<file path="config.mk">
export PLATFORM = sky130hd
export DESIGN_NAME = ps2_key_event_ctrl
export DESIGN_NICKNAME = d
export VERILOG_FILES = /design/src/rtl/ps2_key_event_ctrl.sv
export SDC_FILE = /design/constraint.sdc
export NUM_CORES = 1
export LEC_CHECK = 0
export CAP_MARGIN = 20
export CORE_MARGIN = 10
export CORE_UTILIZATION = 25
export DETAILED_ROUTE_END_ITERATION = 8
export PLACE_DENSITY = 0.5
export SYNTH_ARGS = -nofsm -noshare
export SYNTH_HDL_FRONTEND = slang
export SYNTH_SLANG_ARGS = --single-unit
</file>
<file path="constraint.sdc">
create_clock -name clock -period 6.9 [get_ports clock]
set_input_delay 0.69 -clock clock [delete_from_list [all_inputs] [get_ports clock]]
set_output_delay 0.69 -clock clock [all_outputs]
set_load 0.1 [all_outputs]
</file>
<file path="src/rtl/ps2_key_event_ctrl.sv">
// ps2_key_event_ctrl: PS/2 scan-code parser for the 10 game keys, with a
// held-key bitmap and a show-ahead event FIFO drained by valid/ready.
// Optional build macro: PS2_TYPEMATIC_EN (repeat makes of held keys are queued).
module ps2_key_event_ctrl #(
  parameter int DEPTH          = 8,
  parameter int TIMEOUT_CYCLES = 1200000
) (
  input  logic                     clock,
  input  logic                     reset,
  input  logic                     key_pressed,
  input  logic [7:0]               key_data,
  input  logic                     event_ready,
  input  logic                     clear_overflow,
  output logic                     event_valid,
  output logic [3:0]               event_code,
  output logic                     event_make,
  output logic [9:0]               key_held,
  output logic [$clog2(DEPTH):0]   fifo_count,
  output logic                     overflow
);

  // state   | meaning
  // IDLE    | waiting for the first byte of a sequence
  // EXT     | E0 seen, extended make pending
  // BRK     | F0 seen, non-extended break pending
  // EXT_BRK | E0 and F0 seen, extended break pending
  localparam logic [1:0] S_IDLE    = 2'd0;
  localparam logic [1:0] S_EXT     = 2'd1;
  localparam logic [1:0] S_BRK     = 2'd2;
  localparam logic [1:0] S_EXT_BRK = 2'd3;

  localparam int PTR_W = $clog2(DEPTH);
  localparam int CNT_W = PTR_W + 1;
  localparam int TMO_W = $clog2(TIMEOUT_CYCLES + 1);

  logic [1:0]       state_q, state_d;
  logic [TMO_W-1:0] tmo_q, tmo_d;
  logic [9:0]       held_q, held_d;
  logic [PTR_W-1:0] wr_q, wr_d, rd_q, rd_d;
  logic [CNT_W-1:0] count_q, count_d;
  logic             ovf_q, ovf_d;
  logic [4:0]       mem_q [DEPTH];
  logic [4:0]       mem_d [DEPTH];

  logic       is_ext, is_brk, final_byte, map_hit;
  logic [3:0] map_idx;
  logic       push, pop, full, push_ok;

  // Decode the current byte against the key map for the current prefix state
  always_comb begin
    is_ext     = (state_q == S_EXT) || (state_q == S_EXT_BRK);
    is_brk     = (state_q == S_BRK) || (state_q == S_EXT_BRK);
    final_byte = key_pressed && (key_data != 8'hE0) && (key_data != 8'hF0);
    map_hit    = 1'b1;
    map_idx    = 4'd0;
    if (is_ext) begin
      case (key_data)
        8'h75:   map_idx = 4'd0;
        8'h6B:   map_idx = 4'd1;
        8'h72:   map_idx = 4'd2;
        8'h74:   map_idx = 4'd3;
        default: map_hit = 1'b0;
      endcase
    end else begin
      case (key_data)
        8'h5A:   map_idx = 4'd4;
        8'h2D:   map_idx = 4'd5;
        8'h16:   map_idx = 4'd6;
        8'h1E:   map_idx = 4'd7;
        8'h26:   map_idx = 4'd8;
        8'h25:   map_idx = 4'd9;
        default: map_hit = 1'b0;
      endcase
    end
  end

  // Parser state and idle-timeout counter; a strobe always takes priority
  always_comb begin
    state_d = state_q;
    tmo_d   = tmo_q;
    if (key_pressed) begin
      tmo_d = '0;
      case (key_data)
        8'hE0:   state_d = is_brk ? S_EXT_BRK : S_EXT;
        8'hF0:   state_d = is_ext ? S_EXT_BRK : S_BRK;
        default: state_d = S_IDLE;
      endcase
    end else if (state_q == S_IDLE) begin
      tmo_d = '0;
    end else if (tmo_q == TMO_W'(TIMEOUT_CYCLES - 1)) begin
      state_d = S_IDLE;
      tmo_d   = '0;
    end else begin
      tmo_d = tmo_q + TMO_W'(1);
    end
  end

  // Held-key bitmap update and event push request
  always_comb begin
    held_d = held_q;
    push   = 1'b0;
    if (final_byte && map_hit) begin
      if (!is_brk) begin
        if (!held_q[map_idx]) begin
          held_d[map_idx] = 1'b1;
          push            = 1'b1;
        end else begin
`ifdef PS2_TYPEMATIC_EN
          push = 1'b1;
`else
          push = 1'b0;
`endif
        end
      end else if (held_q[map_idx]) begin
        held_d[map_idx] = 1'b0;
        push            = 1'b1;
      end
    end
  end

  // FIFO bookkeeping; a pop frees the slot a same-cycle push needs when full
  always_comb begin
    pop     = (count_q != '0) && event_ready;
    full    = (count_q == CNT_W'(DEPTH));
    push_ok = push && (!full || pop);
    wr_d    = push_ok ? wr_q + PTR_W'(1) : wr_q;
    rd_d    = pop ? rd_q + PTR_W'(1) : rd_q;
    case ({push_ok, pop})
      2'b10:   count_d = count_q + CNT_W'(1);
      2'b01:   count_d = count_q - CNT_W'(1);
      default: count_d = count_q;
    endcase
    mem_d = mem_q;
    if (push_ok) mem_d[wr_q] = {map_idx, !is_brk};
    if (push && full && !pop) ovf_d = 1'b1;
    else if (clear_overflow)  ovf_d = 1'b0;
    else                      ovf_d = ovf_q;
  end

  // State registers, all cleared asynchronously
  always_ff @(posedge clock or posedge reset) begin
    if (reset) begin
      state_q <= S_IDLE;
      tmo_q   <= '0;
      held_q  <= '0;
      wr_q    <= '0;
      rd_q    <= '0;
      count_q <= '0;
      ovf_q   <= 1'b0;
      for (int i = 0; i < DEPTH; i++) mem_q[i] <= '0;
    end else begin
      state_q <= state_d;
      tmo_q   <= tmo_d;
      held_q  <= held_d;
      wr_q    <= wr_d;
      rd_q    <= rd_d;
      count_q <= count_d;
      ovf_q   <= ovf_d;
      mem_q   <= mem_d;
    end
  end

  // Show-ahead outputs, forced to zero while empty
  always_comb begin
    event_valid = (count_q != '0);
    event_code  = event_valid ? mem_q[rd_q][4:1] : 4'd0;
    event_make  = event_valid ? mem_q[rd_q][0] : 1'b0;
    key_held    = held_q;
    fifo_count  = count_q;
    overflow    = ovf_q;
  end

endmodule

</file>
==> results of run 1 <==
## power by group through the flow
| stage | clock network (mW) | logic, mW | registers (mW) |
|---|---|---|---|
| after detailed placement | 0 | 0.397 | 0.620 |
| after global routing | 0.554 | 0.429 | 0.618 |
| final | 0.518 | 0.396 | 0.607 |
| after floorplan | 0 | 0.260 | 0.652 |
| after global placement | 0 | 0.392 | 0.617 |
| after CTS | 0.533 | 0.398 | 0.610 |
## layer usage
metal,up-vias,part of all wire (%)
met4,0,1.5
met5,-,0
li1,1637,-
met3,15,3.7
met2,50,47
met1,1751,47
## worst min path at each step
stage / from / end / slack (ns) / cells past startpoint
after floorplan: tmo_q[0] / tmo_q[0] / 0.43 / 1
after global placement: tmo_q[0] / tmo_q[0] / 0.45 / 1
after detailed placement: tmo_q[0] / tmo_q[0] / 0.45 / 1
after CTS: tmo_q[0] / tmo_q[0] / 0.46 / 1
after global routing: tmo_q[0] / tmo_q[0] / 0.48 / 1
final: tmo_q[0] / tmo_q[0] / 0.46 / 1
## area by class of cell
type                            instances  area, um^2
Inverter                               26       98.84
Clock buffer                           11       252.7
Multi-Input combinational cell        300        2454
Fill cell                            1915       13110
Clock inverter                          5       67.56
Sequential cell                        84        2102
Tap cell                              234       292.8
Timing Repair Buffer                   39       395.4
## cells in the mapped netlist, drive strengths merged (3+ instances only)
master	number	area share [%]
mux2i	23	4.8
and3b	6	1.1
nand4	10	1.3
nand2b	5	0.66
or4b	4	0.84
nand3b	3	0.47
o21ai	11	1.2
a21oi	6	0.63
a221o	3	0.63
nor2	40	3.1
nor3b	3	0.47
mux4	10	4.7
inv	26	2.0
nor4bb	3	0.63
xor2	13	2.4
xnor2	13	2.4
ha	5	1.3
o311ai	5	0.92
nand3	11	1.2
and4	3	0.55
mux2	36	9.4
buf	9	1.0
nor3	11	1.4
nor4	4	0.52
or3b	3	0.60
o31ai	5	0.79
or4	4	0.63
clkbuf	19	1.5
or3	6	0.79
dfrtp	84	44
nand2	19	1.5
nand4b	7	1.3
## critical path, stage by stage
cell	delay, ns
clkdlybuf4s50_1	0.63
or3b_4	0.53
nor3_2	0.31
o311ai_0	0.20
a221o_1	0.42
a22oi_4	0.26
mux2i_1	0.11
buf_4	0.19
nor4bb_1	0.80
mux2_2	0.42
## cell families (layout without fill, tap and decap cells)
kind of cell | after synthesis | count (layout)
and+or+nand+nor | 153 | 153
DFF | 84 | 84
muxes | 69 | 69
buffers and inverters | 54 | 81
AOI/OAI and AO/OA | 46 | 46
xor gates and xnor gates | 26 | 26
adders and majority gates | 6 | 6
==> qor.yml, run 1 <==
worst_setup_path:
  cp-startpoint: "key_data[0]"
  critical_path_class: "input pin to register"
  rr_worst_depth: 9
  cp-start-kind: "input pin"
  reg2reg_to: "mem_q[14]"
  r2r_setup_slack_ns: 3.12
  critPathCapture: "mem_q[14]"
  rr_startpoint: "state_q[0]"
  end_kind: "register"
  arrival_ns: 4.57
  path_max_fanout: 15
  crit_required_ns: 7.13
power:
  pwr_density_cell_nw_per_um2: 268.6
  p_leak_nw: 2.463
  clockPowerShare_pct: 34.0
  seq_power_share_pct: 39.9
  switching_power_mw: 0.5453
  p_comb_share_pct: 26.1
  internal-power_mw: 0.9756
  switching_share_pct: 35.85
  ir_worst_vdd_v: 0.0001289
  power_mw: 1.521
clocking:
  clkTransAtPathRegs_ns: 0.06
  cts_post_setup_buffers_inserted: 0
  cts-root-buf: "clkbuf_16"
  cts-resized-gates: 0
  ctsHoldBuffers: 0
  ctsHtreeMaxLevel: 3
  cts_made_buffers: 9
  cts_tree: "yes"
  cts_sinks: 84
  insertion_delay_ns: 0.35
  clk_path_buf_depth: 2
sta:
  finalHoldViolations: 0
  drv_slew: 0
  worst_slack_ns: 2.558
  relSlewSlack_pct: 32.65
  worstMarginPinSlew_ns: 1.007
  clock.fmax_mhz: 230.3
  fin_crit_sh_pct: 62.93
  finClkSkew_ns: 0.009074
  finalSetupTns_ns: 0
  rsz0062_at_grt: "no"
  min_period_ns: 4.342
  whs_ns: 0.4587
  finalSetupViolations: 0
global_route:
  antenna_found_initial: 0
  busiest_layer: "met2"
  grt_pass1_vias: 3546
  gr-usage-met3_pct: 2.578
  grt_usage_pct: 9.674
  grt_max_degree: 84
  grtUsageMet2_pct: 15.50
  gr-total-overflow: 0
  grt_pass1_wl_um: 19180
  met1_usage_pct: 12.38
route:
  avgViaCountPerCell: 4.940
  route.vias.total: 3453
  drc: 0
  drt_pass1_iterations: 4
  drtIter0Drc: 165
  wl_per_cell_um: 16.48
  ant_nets: 0
  finalWirelength_um: 11520
layout:
  nets: 479
  syn2layout_area_growth_pct: 18.67
  finalCoreUtilization_pct: 30.17
  fin_cells: 699
  drive_above_1_share_pct: 15.48
  final_cell_mix: "dfrtp_1 (84), nor2_1 (40), clkdlybuf4s50_1 (33)"
  layout_commonest_cell: "dfrtp_1"
  diodes: 0
  fin_area_um2: 5663
placement:
  dp_slack_ns: 2.013
  gp_congestion: 0.7718
  place_area_um2: 5308
  post-place-cells: 681
  port_buffers: 33
  hpwlAfterDp_um: 8168
logic_synthesis:
  syn_area_um2: 4772
  synthCells: 438
  yosys.area_share.xor_xnor_pct: 4.772
  synth_mux_area_share_pct: 18.98
  syn_nets: 457
  synth_seq_cells: 84
  synth_ff_type: "dfrtp_1"
  synth_top_family_by_area: "multiplexers"
  synthArstFlopShare_pct: 100.0
  ys_types: 63
  synth_warnings: 0
  synthSimpleGateAreaFrac_pct: 18.69
  yosys.area_share.adder_pct: 1.730
  synth_compound_area_share_pct: 7.236
  synth_seq_area_share_pct: 44.05
  syn_area_per_cell_um2: 10.90
  synth-edff-count: 0
flow_run:
  maxCapViolations: 0
die:
  die_w_um: 158.2
  rows: 50
  core_area_um2: 18770
  die_h_um: 158.2
  start_util_pct: 25.43
  ioPinCount: 34
  dieArea_um2: 25010
outcome:
  status: "completed"
worst_hold_path:
  min_path_type: "register to register"
(Power assumes the default switching activity.)
==> inputs of run 2 (changes only) <==
- clock period: 6.9 -> 4.06 ns (I/O delays scaled with it)
==> run 2 against run 1 <==
Register-to-register slack lost 2.3 ns. Via count grew 1.1%. Sequential power grew 70%. Sequential cell count did not move. Combinational power rose by 74%. Critical path depth rose by 4. Die area did not move. Cell area rose by 1.7%. Non-clock buffer count increased by 20. Routed wire length rose by 1.4%.
==> qor.yml, run 2 (synthesis results as in run 1) <==
die:
  ioPinCount: 34
  dieArea_um2: 25010
  die_h_um: 158.2
  die_w_um: 158.2
  rows: 50
  start_util_pct: 25.43
  core_area_um2: 18770
layout:
  final_cell_mix: "dfrtp_1 (84), nor2_1 (40), buf_4 (31)"
  finalCoreUtilization_pct: 30.70
  syn2layout_area_growth_pct: 20.74
  fillers: 1948
  fin_cells: 719
  layout_commonest_cell: "dfrtp_1"
  nets: 499
  drive_above_1_share_pct: 19.79
  diodes: 0
global_route:
  grt_pass1_wl_um: 19670
  gr-total-overflow: 0
  grt_usage_pct: 9.974
  grt_max_degree: 32
  antenna_found_initial: 0
  grt_pass1_vias: 3680
clocking:
  cts-root-buf: "clkbuf_16"
  clkTransAtPathRegs_ns: 0.07
  ctsHoldBuffers: 0
  cts_made_buffers: 9
  ctsHtreeMaxLevel: 3
  cts_post_setup_buffers_inserted: 0
  cts-resized-gates: 0
  cts_tree: "yes"
  insertion_delay_ns: 0.35
  clk_path_buf_depth: 2
  cts_sinks: 84
sta:
  drv_slew: 0
  worstMarginPinSlew_ns: 0.9899
  relSlewSlack_pct: 33.80
  finalSetupViolations: 0
  finClkSkew_ns: 0.01386
  whs_ns: 0.3842
  finalSetupTns_ns: 0
  fin_crit_sh_pct: 89.22
  clock.fmax_mhz: 276.1
  worst_slack_ns: 0.4375
  min_period_ns: 3.622
  finalHoldViolations: 0
  rsz0062_at_grt: "no"
placement:
  gp_congestion: 0.8253
  hpwlAfterDp_um: 8411
  port_buffers: 33
  post-place-cells: 703
  dp_slack_ns: 0.1140
power:
  switching_share_pct: 36.13
  p_comb_share_pct: 27.0
  pwr_density_cell_nw_per_um2: 443.6
  p_leak_nw: 2.542
  ir_worst_vdd_v: 0.0002393
  clockPowerShare_pct: 32.7
  seq_power_share_pct: 40.2
  switching_power_mw: 0.9234
  internal-power_mw: 1.632
worst_setup_path:
  rr_startpoint: "state_q[0]"
  arrival_ns: 3.85
  end_kind: "register"
  critical_path_class: "input pin to register"
  cp-startpoint: "key_data[2]"
  r2r_setup_slack_ns: 0.82
  reg2reg_to: "fifo_count[3]"
  rr_worst_depth: 13
  cp-start-kind: "input pin"
  crit_chain: "clkdlybuf4s50_1, nand4bb_1, or3_1, nor3_1, a221o_1, nand2_1, mux2i_1, nor2_1, ha_1, a21o_1, a21oi_1, nor2_1, mux2i_1, o211ai_1"
  path_max_fanout: 11
  crit_required_ns: 4.29
  critPathCapture: "fifo_count[3]"
  slowest_stage: "clkdlybuf4s50_1"
  max_stage_delay_ns: 0.71
route:
  route.met3.wl_um: 369
  avgViaCountPerCell: 4.854
  drc: 0
  route.vias.total: 3490
  drt_pass1_iterations: 6
  drtIter0Drc: 129
  met1_length_um: 5578
  met2WireLength_um: 5589
  top_layer: "met4"
  ant_nets: 0
  wl_per_cell_um: 16.25
  finalWirelength_um: 11680
outcome:
  status: "completed"
flow_run:
  maxCapViolations: 0
worst_hold_path:
  min_path_type: "input pin to asynchronous set/reset pin"
[run 2: changes by cell type in the layout (fill, tap and decap cells not counted)]
cell	previous run	this run
clkbuf_8	2	0
buf_4	5	31
buf_16	1	0
clkdlybuf4s50_1	33	28
clkinv_4	2	0
clkinvlp_4	0	3
clkbuf_1	0	1
[run 2: stage by stage]
step,total power [mW],cell area (um^2)
3_3_place_gp,1.731,5460
4_1_cts,2.593,5762
2_1_floorplan,1.550,4772
6_report,2.556,5762
3_5_place_dp,1.744,5460
5_1_grt,2.697,5762
[run 2: critical path: cells and delay by family]
family | cells | cell delay (ns)
buffers and inverters | 1 | 0.71
and+or+nand+nor | 6 | 1.34
adders and majority gates | 1 | 0.27
AOI/OAI and AO/OA | 4 | 0.84
muxes | 2 | 0.28
[run 2: worst min path at each step]
stage                     startpoint  endpoint  slack [ns]  cells past startpoint
final                          reset   rd_q[0]        0.38                      2
after global routing           reset   rd_q[0]        0.43                      2
after CTS                      reset   rd_q[1]        0.40                      2
after detailed placement    tmo_q[0]  tmo_q[0]        0.45                      1
after global placement      tmo_q[0]  tmo_q[0]        0.45                      1
after floorplan             tmo_q[0]  tmo_q[0]        0.43                      1
[run 2: area by class of cell]
type / instances / area, um^2 / area share, %
Multi-Input combinational cell: 300 / 2454 / 42.58
Sequential cell: 84 / 2102 / 36.48
Timing Repair Buffer: 59 / 513.0 / 8.903
Tap cell: 234 / 292.8 / 5.081
Clock buffer: 10 / 229.0 / 3.974
Inverter: 26 / 98.84 / 1.716
Clock inverter: 6 / 72.57 / 1.259
[run 2: power by group through the flow]
stage                     clock, mW  sequential [mW]  combinational [mW]
final                         0.836             1.03               0.691
after global routing          0.897             1.05               0.752
after global placement            0             1.05               0.686
after floorplan                   0             1.11               0.442
after detailed placement          0             1.05               0.697
after CTS                     0.862             1.03               0.698
[run 2: routing by layer]
layer / global-route usage, % / up-vias
met5: 0 / -
met4: 3.044 / 0
met3: 2.524 / 12
met2: 16.20 / 30
met1: 12.72 / 1789
li1: - / 1659
==> inputs of run 3 (changes only) <==
- CORE_UTILIZATION: 25 -> 45
- MAX_ROUTING_LAYER: default -> met4
- PLACE_DENSITY: 0.5 -> 0.72
==> run 3 against run 2 <==
Global-route usage grew 4.9 points. Combinational power hardly changed. Cell area is 2.5% lower. Die area fell by 40%. Largest power group unchanged. Fmax fell by 4.2%. Core utilization increased by 24 points. Sequential share of layout area grew 0.95 points. First-iteration DRC count up 64%.
==> qor.yml, run 3 (synthesis results as in run 1) <==
clocking:
  cts_made_buffers: 9
  ctsHtreeMaxLevel: 3
  cts_tree: "yes"
  cts-resized-gates: 0
  cts_sinks: 84
  ctsHoldBuffers: 0
  insertion_delay_ns: 0.37
  clk_path_buf_depth: 2
  cts-root-buf: "clkbuf_8"
  cts_post_setup_buffers_inserted: 0
  clkTransAtPathRegs_ns: 0.10
worst_setup_path:
  critical_path_class: "input pin to register"
  end_kind: "register"
  rr_startpoint: "state_q[0]"
  path_max_fanout: 8
  critPathBufInv: 2
  arrival_ns: 4.02
  crit_required_ns: 4.30
  slowest_stage: "clkdlybuf4s50_1"
  cp-startpoint: "key_data[1]"
  max_stage_delay_ns: 0.63
  crit_chain: "clkdlybuf4s50_1, or3b_1, a211oi_1, o311ai_1, buf_4, or3_1, a221o_1, mux2i_1, nor2_1, ha_1, a21o_1, a21oi_1, nor2_1, mux2i_1, o211ai_1"
  cp-start-kind: "input pin"
  path_delay_family: "compound AO/OA/AOI/OAI gates"
worst_hold_path:
  min_path_type: "register to register"
  min-delay-start: "tmo_q[0]"
layout:
  final_cell_mix: "dfrtp_1 (84), nor2_1 (40), buf_4 (34)"
  fin_cells: 629
  layout_commonest_cell: "dfrtp_1"
  fin_area_um2: 5615
  diodes: 0
  nets: 507
  drive_above_1_share_pct: 20.28
  syn2layout_area_growth_pct: 17.67
  finalCoreUtilization_pct: 54.39
global_route:
  met1_usage_pct: 18.96
  gr-total-overflow: 0
  grt_pass1_wl_um: 17820
  grtUsageMet2_pct: 23.73
  busiest_layer: "met2"
  grt_pass1_vias: 3541
  grt_usage_pct: 14.88
  antenna_found_initial: 0
  gr-usage-met3_pct: 3.236
  grt_max_degree: 50
die:
  ioPinCount: 34
  rows: 37
  start_util_pct: 46.22
  dieArea_um2: 15120
  die_h_um: 123.0
  core_area_um2: 10320
  die_w_um: 123.0
sta:
  finalHoldViolations: 0
  min_period_ns: 3.782
  finalSetupViolations: 0
  worstMarginPinSlew_ns: 0.9815
  relSlewSlack_pct: 33.67
  fin_crit_sh_pct: 93.14
  whs_ns: 0.4622
  rsz0062_at_grt: "no"
  drv_slew: 0
  finClkSkew_ns: 0.01694
  clock.fmax_mhz: 264.4
route:
  wl_per_cell_um: 16.62
  avgViaCountPerCell: 5.587
  drc: 0
  ant_nets: 0
  route.vias.total: 3514
  finalWirelength_um: 10450
  drtIter0Drc: 211
  drt_pass1_iterations: 4
outcome:
  status: "completed"
placement:
  hpwlAfterDp_um: 7582
  place_area_um2: 5410
  port_buffers: 33
  gp_congestion: 0.8451
  post-place-cells: 613
flow_run:
  maxCapViolations: 0
power:
  ir_worst_vdd_v: 0.0004154
  pwr_density_cell_nw_per_um2: 413.4
  p_leak_nw: 2.537
==> run 3: path summary, 6_finish.rpt <==
| path | end | depth (start not counted) | slack [ns] |
|---|---|---|---|
| min in group asynchronous | tmo_q[0] | 2 | 0.52 |
| setup / recovery | fifo_count[3] | 15 | 0.28 |
| setup reg to reg | mem_q[31] | 9 | 0.70 |
| hold / removal | tmo_q[0] | 1 | 0.46 |
| hold reg to reg | tmo_q[0] | 1 | 0.46 |
| max in group asynchronous | mem_q[2] | 3 | 2.60 |
==> run 3: cell type report <==
type                       instances  area [um^2]
multi-input combinational        300         2454
tap                              136        170.2
inverter                          26        98.84
sequential                        84         2102
clock buffer                       9        123.9
timing repair buffer              67        585.6
fill                             884         4708
clock inverter                     7        81.33
==> run 3: report_power, final <==
part	switching (mW)	internal, mW
Clock	0.358	0.245
Combinational	0.428	0.264
Sequential	0.137	0.889
Total	0.923	1.40
==> run 3: per-layer routing <==
metal,share of wire (%),vias to the layer above
li1,-,1683
met1,45,1755
met2,49,66
met3,4.6,10
met4,1.3,0
met5,0,-
==> run 3: stage by stage <==
step           power [mW]  worst slack, ns  setup TNS, ns
3_5_place_dp        1.742         -0.09154       -0.09154
6_report            2.322           0.2784              0
2_1_floorplan       1.550           0.6971              0
4_1_cts             2.343           0.3025              0
5_1_grt             2.437          0.04009              0
3_3_place_gp        1.722          0.06073              0
==> run 3: worst register-to-register path: stages (launching register included) <==
cell,delay [ns]
dfrtp_1,0.55
and2b_1,0.23
and4_1,0.24
o311ai_0,0.47
mux2_2,0.28
a22oi_4,0.06
mux2i_1,0.15
buf_4,0.21
or4b_1,0.70
mux2_4,0.37
